`src/rtl/rtable_loader_if.sv`:
```
// Reward stream in and reward-table write port out, grouped for the loader.
// Handshake: a beat transfers on a rising clock edge where i_valid && o_ready are both high;
// the source holds i_data/i_last stable while i_valid is high and o_ready is low.
interface rtable_loader_if #(
  parameter int ADDR_WIDTH = 8,
  parameter int DATA_WIDTH = 8
);
  logic                  i_valid;
  logic [DATA_WIDTH-1:0] i_data;
  logic                  i_last;
  logic                  o_ready;
  logic                  o_wr_en;
  logic [ADDR_WIDTH-1:0] o_wr_addr;
  logic [DATA_WIDTH-1:0] o_wr_data;

  modport slave (
    input  i_valid, i_data, i_last,
    output o_ready, o_wr_en, o_wr_addr, o_wr_data
  );

  modport master (
    output i_valid, i_data, i_last,
    input  o_ready, o_wr_en, o_wr_addr, o_wr_data
  );
endinterface

```
`src/rtl/rtable_loader.sv`:
```
// Streams reward entries into the reward table, one write per cycle from a base address.
// Stops on i_last or at the last table entry; flags overflow or an out-of-range base in o_err.
module rtable_loader #(
  parameter int ADDR_WIDTH = 8,
  parameter int DATA_WIDTH = 8,
  parameter int DEPTH      = 256
) (
  input  logic                  i_clk,
  input  logic                  i_rst,
  input  logic                  i_start,
  input  logic [ADDR_WIDTH-1:0] i_base_addr,
  rtable_loader_if.slave        bus,
  output logic                  o_busy,
  output logic                  o_done,
  output logic [ADDR_WIDTH:0]   o_count,
  output logic                  o_err,
  output logic [1:0]            o_state
);

  typedef enum logic [1:0] {
    IDLE = 2'd0,
    LOAD = 2'd1,
    DONE = 2'd2
  } state_t;

  localparam logic [ADDR_WIDTH-1:0] LAST_ADDR = ADDR_WIDTH'(DEPTH - 1);

  state_t                state_q, state_d;
  logic [ADDR_WIDTH-1:0] ptr_q, ptr_d;
  logic [ADDR_WIDTH:0]   count_q, count_d;
  logic                  err_q, err_d;
  logic                  wr_en_q, wr_en_d;
  logic [ADDR_WIDTH-1:0] wr_addr_q, wr_addr_d;
  logic [DATA_WIDTH-1:0] wr_data_q, wr_data_d;
  logic                  beat;

  assign beat = bus.i_valid && (state_q == LOAD);

  always_ff @(posedge i_clk) begin
    if (i_rst) begin
      state_q   <= IDLE;
      ptr_q     <= '0;
      count_q   <= '0;
      err_q     <= 1'b0;
      wr_en_q   <= 1'b0;
      wr_addr_q <= '0;
      wr_data_q <= '0;
    end else begin
      state_q   <= state_d;
      ptr_q     <= ptr_d;
      count_q   <= count_d;
      err_q     <= err_d;
      wr_en_q   <= wr_en_d;
      wr_addr_q <= wr_addr_d;
      wr_data_q <= wr_data_d;
    end
  end

  always_comb begin
    state_d   = state_q;
    ptr_d     = ptr_q;
    count_d   = count_q;
    err_d     = err_q;
    wr_en_d   = 1'b0;
    wr_addr_d = wr_addr_q;
    wr_data_d = wr_data_q;
    case (state_q)
      IDLE: begin
        if (i_start) begin
          ptr_d   = i_base_addr;
          count_d = '0;
          err_d   = 1'b0;
          if (i_base_addr > LAST_ADDR) begin
            err_d   = 1'b1;
            state_d = DONE;
          end else begin
            state_d = LOAD;
          end
        end
      end
      LOAD: begin
        if (beat) begin
          wr_en_d   = 1'b1;
          wr_addr_d = ptr_q;
          wr_data_d = bus.i_data;
          ptr_d     = ptr_q + ADDR_WIDTH'(1);
          count_d   = count_q + (ADDR_WIDTH+1)'(1);
          // i_last wins over overflow: a load that ends exactly at the top is clean.
          if (bus.i_last) begin
            state_d = DONE;
          end else if (ptr_q == LAST_ADDR) begin
            err_d   = 1'b1;
            state_d = DONE;
          end
        end
      end
      DONE:    state_d = IDLE;
      default: state_d = IDLE;
    endcase
  end

  always_comb begin
    bus.o_ready   = (state_q == LOAD);
    bus.o_wr_en   = wr_en_q;
    bus.o_wr_addr = wr_addr_q;
    bus.o_wr_data = wr_data_q;
    o_busy        = (state_q == LOAD);
    o_done        = (state_q == DONE);
    o_count       = count_q;
    o_err         = err_q;
    o_state       = state_q;
  end

endmodule
```
`src/flat_wrapper.sv`:
```
// flat-port wrapper written by rule: the top's interface ports become plain ports
module rtable_loader_flat 
#(
  parameter int ADDR_WIDTH = 8,
  parameter int DATA_WIDTH = 8,
  parameter int DEPTH      = 256
)
  (i_clk, i_rst, i_start, i_base_addr, o_busy, o_done, o_count, o_err, o_state, bus_i_valid, bus_i_data, bus_i_last, bus_o_ready, bus_o_wr_en, bus_o_wr_addr, bus_o_wr_data);
  rtable_loader_if #(.ADDR_WIDTH(ADDR_WIDTH), .DATA_WIDTH(DATA_WIDTH)) bus_i ();
  input  logic i_clk;
  input  logic i_rst;
  input  logic i_start;
  input  logic [ADDR_WIDTH-1:0] i_base_addr;
  output logic o_busy;
  output logic o_done;
  output logic [ADDR_WIDTH:0] o_count;
  output logic o_err;
  output logic [1:0] o_state;
  input wire logic [$bits(bus_i.i_valid)-1:0] bus_i_valid;
  input wire logic [$bits(bus_i.i_data)-1:0] bus_i_data;
  input wire logic [$bits(bus_i.i_last)-1:0] bus_i_last;
  output wire logic [$bits(bus_i.o_ready)-1:0] bus_o_ready;
  output wire logic [$bits(bus_i.o_wr_en)-1:0] bus_o_wr_en;
  output wire logic [$bits(bus_i.o_wr_addr)-1:0] bus_o_wr_addr;
  output wire logic [$bits(bus_i.o_wr_data)-1:0] bus_o_wr_data;
  assign bus_i.i_valid = bus_i_valid;
  assign bus_i.i_data = bus_i_data;
  assign bus_i.i_last = bus_i_last;
  assign bus_o_ready = bus_i.o_ready;
  assign bus_o_wr_en = bus_i.o_wr_en;
  assign bus_o_wr_addr = bus_i.o_wr_addr;
  assign bus_o_wr_data = bus_i.o_wr_data;
  rtable_loader #(.ADDR_WIDTH(ADDR_WIDTH), .DATA_WIDTH(DATA_WIDTH), .DEPTH(DEPTH)) u_core (.i_clk(i_clk), .i_rst(i_rst), .i_start(i_start), .i_base_addr(i_base_addr), .bus(bus_i), .o_busy(o_busy), .o_done(o_done), .o_count(o_count), .o_err(o_err), .o_state(o_state));
endmodule
```
`config.mk`:
```
export PLATFORM = sky130hd
export DESIGN_NAME = rtable_loader_flat
export DESIGN_NICKNAME = d
export VERILOG_FILES = /design/src/rtl/rtable_loader_if.sv /design/src/rtl/rtable_loader.sv /design/src/flat_wrapper.sv
export SDC_FILE = /design/constraint.sdc
export NUM_CORES = 1
export LEC_CHECK = 0
export BUFFER_PORTS_ARGS = -buffer_cell sky130_fd_sc_hd__buf_2
export CORE_MARGIN = 5
export CORE_UTILIZATION = 45
export DETAILED_ROUTE_END_ITERATION = 12
export MAX_ROUTING_LAYER = met4
export PLACE_DENSITY = 0.72
export SKIP_LAST_GASP = 1
export SYNTH_ARGS = -nofsm -noshare
export SYNTH_HDL_FRONTEND = slang
export SYNTH_SLANG_ARGS = --single-unit
```
`constraint.sdc`:
```
create_clock -name i_clk -period 4.7 [get_ports i_clk]
set_input_delay 0.705 -clock i_clk [delete_from_list [all_inputs] [get_ports i_clk]]
set_output_delay 0.705 -clock i_clk [all_outputs]
set_load 0.005 [all_outputs]
```
==> results.sh <==
export IMPL_p_int_w=0.000489
export IMPL_ant_nets=0
export IMPL_hp_class="flop to flop"
export IMPL_globalplace_congestion=0.813
export IMPL_synth_net_count=223
export IMPL_ir_drop_mv=0.235
export IMPL_gr_total_overflow=0
export IMPL_clkPwrFrac_pct=35.2
export IMPL_grt_max_degree=30
export IMPL_synth_main_ff_cell="dfxtp_1"
export IMPL_tns_ns=0
export IMPL_grt_first_pass_wirelength_um=6310
export IMPL_ctsResizeCount=0
export IMPL_startpoint="u_core.o_state[0]"
export IMPL_synthCells=200
export IMPL_yosysTopAreaCell="dfxtp_1"
export IMPL_hold_buffers=0
export IMPL_worstSetupStartpointType="flop"
export IMPL_initial_core_util_pct=47.6
export IMPL_finalPower_w=0.000657
export IMPL_netlist_area_leader_share_pct=45.6
export IMPL_p_per_area_nw_per_um2=334
export IMPL_min_from="u_core.bus.o_wr_addr[2]"
export IMPL_cts_tree="done"
export IMPL_setup_viol=0
export IMPL_rsz0062_at_grt="no"
export IMPL_synth_distinct_cells=44
export IMPL_antenna_found_initial=0
export IMPL_finalCriticalPeriod_ns=2.47
export IMPL_critPathArrivalTime_ns=1.76
export IMPL_drive_above_1_share_pct=27.5
export IMPL_critPathSlowestCell="dfxtp_1"
export IMPL_cts_buffers=5
export IMPL_cts_sinks=37
export IMPL_rows=21
export IMPL_drtIter0Drc=107
export IMPL_period_share_pct=52.5
export IMPL_worstSetupEndpointType="output port"
export IMPL_async_flop_share_pct=0
export IMPL_cts_setup_buffers=0
export IMPL_nFillCells=329
export IMPL_slew_headroom_pct=44.8
export IMPL_hpwl_um=2680
export IMPL_worst_pin_slew_ns=0.826
export IMPL_crit_family="buffers and inverters"
export IMPL_critPathMaxFanout=13
export IMPL_clock_path_buffers=2
export IMPL_seqPwrFrac_pct=52.6
export IMPL_hold_violations=0
export IMPL_io_pins=53
export IMPL_critical_path_class="flop to output port"
export IMPL_power_leakage_nw=0.824
export IMPL_wl_per_cell_um=13.2
export IMPL_die_w_um=70.1
export IMPL_first_global_vias=1369
export IMPL_seq_area_frac_synth_pct=45.6
export IMPL_vias_per_cell=5.13
export IMPL_timing_final_max_slew_violations=0
export IMPL_status="completed"
export IMPL_htree_levels=2
export IMPL_path_buf_inv=2
export IMPL_place_port_buffers=52
export IMPL_drt_wl_total_um=3880
export IMPL_grt_usage_pct=16.1
export IMPL_r2r_start="u_core.o_state[0]"
export IMPL_drc=0
export IMPL_vias=1504
export IMPL_ys_seq_elements=37
export IMPL_synth_edff_count=0
export IMPL_max_clock_freq_ghz=0.405
export IMPL_required_ns=3.99
export IMPL_p_switching_w=0.000168
export IMPL_netSwitchingFraction_pct=25.5
export IMPL_nets=269
export IMPL_ys_top_cells_by_area="dfxtp_1 (46%), nand2_1 (11%), a21oi_1 (8.3%), nor2_1 (3.2%), xnor2_1 (2.7%)"
export IMPL_die_area_sq_um=4910
export IMPL_area_growth_pct=21.1
export IMPL_power_frac_comb_pct=12.2
export IMPL_syn_avg_cell_area_sq_um=8.13
export IMPL_yosysWarnings=0
export IMPL_skew_ns=0.00749
export IMPL_drtPass1Iterations=5
export IMPL_die_h_um=70.1
export IMPL_path_cells="or2b_1 -> inv_1 -> buf_2"
export IMPL_slowest_delay_ns=0.49
export IMPL_syn_cell_area_sq_um=1630
export IMPL_path_clk_slew_ns=0.11
export IMPL_core_sq_um=3420
export IMPL_cts_root_buffer="clkbuf_4"
export IMPL_cap_violations=0
export IMPL_clk_latency_ns=0.34
export IMPL_diodes=0
layout by cell type (no fill, tap or decap), types with 3 or more instances in the layout:
master    Yosys  layout
buf_2         5      52
nand2_1      46      46
dfxtp_1      37      37
a21oi_1      27      27
nor2_1       14      14
xnor2_1       5       5
o21ai_0       5       5
nor3_1        5       5
clkbuf_4      0       5
nand3_1       3       3
a311oi_1      3       3
worst min-delay path, delay by kind of cell, from the launching register on:
family          cells  cell delay, ns
compound gates      1            0.05
simple gates        1            0.05
flops               1            0.32
state kept, by name (all words and copies together) (netlist names):
| signal | flops |
|---|---|
| u_core.o_count | 9 |
| u_core.bus.o_wr_addr | 8 |
| u_core.bus.o_wr_data | 8 |
| u_core.ptr_q | 8 |
| u_core.o_state | 2 |
| u_core.bus.o_wr_en | 1 |
| u_core.o_err | 1 |
layer usage:
metal,up-vias,track usage [%],part of all wire (%),routed length (um)
met2,62,23.3,42,1640
met3,5,4.16,7.3,284
met1,658,20.8,49,1900
li1,779,-,-,-
met4,0,7.87,1.5,57
met5,-,-,0,0
final timing paths:
path                                           endpoint  slack (ns)  cells after the start
worst min register to register  u_core.bus.o_wr_addr[2]        0.46                      2
worst max-delay path                             o_busy        2.23                      3
worst max register to register        u_core.o_count[0]        2.47                      5
worst min-delay path            u_core.bus.o_wr_addr[2]        0.46                      2
cell families after synthesis:
family	after synthesis	share of synthesized area (%)
and+or+nand+nor	93	27.6
AOI/OAI and AO/OA	46	16.9
DFF	37	45.6
buffers and inverters	15	4.16
xor gates and xnor gates	5	2.69
muxes	2	1.54
adders and majority gates	2	1.54
per-stage QoR:
step	area [sq um]	worst slack, ns	hold WS, ns	instances	util, %
2_1_floorplan	1630	2.90	0.453	200	-
3_3_place_gp	1880	2.56	0.440	285	55.1
3_5_place_dp	1880	2.46	0.443	285	55.1
4_1_cts	1970	2.24	0.459	293	57.6
5_1_grt	1970	2.11	0.479	293	57.6
6_report	1970	2.23	0.456	293	57.6
cell usage after synthesis (all sizes together) (2+ instances only):
| master | number |
|---|---|
| and3 | 2 |
| dfxtp | 37 |
| nand3 | 3 |
| ha | 2 |
| nor4b | 2 |
| nor3b | 2 |
| nand2b | 2 |
| inv | 2 |
| nor2 | 14 |
| nand4b | 2 |
| or2 | 3 |
| buf | 6 |
| nand2 | 46 |
| nor3 | 5 |
| o21ai | 5 |
| xnor2 | 5 |
| nand4 | 2 |
| and2 | 2 |
| a311oi | 3 |
| a21oi | 27 |
| a211oi | 2 |
| o22ai | 2 |
| clkbuf | 7 |
power groups by stage:
stage	Sequential (W)	Clock [W]	Combinational (W)
floorplan	0.000347	0	0.0000557
global placement	0.000351	0	0.0000789
detailed placement	0.000351	0	0.0000795
CTS	0.000345	0.000237	0.0000802
global route	0.000348	0.000250	0.0000895
finish	0.000346	0.000231	0.0000799
final cells by class:
class	instances	area (sq um)	area share, %
flip-flops and latches	37	741	37.6
multi-input cells	148	817	41.5
inverters	2	7.51	0.381
clock inverters	1	30.0	1.53
clock buffers	7	55.1	2.80
well taps	46	57.6	2.92
repair buffers	52	260	13.2
(Power assumes the default switching activity.)
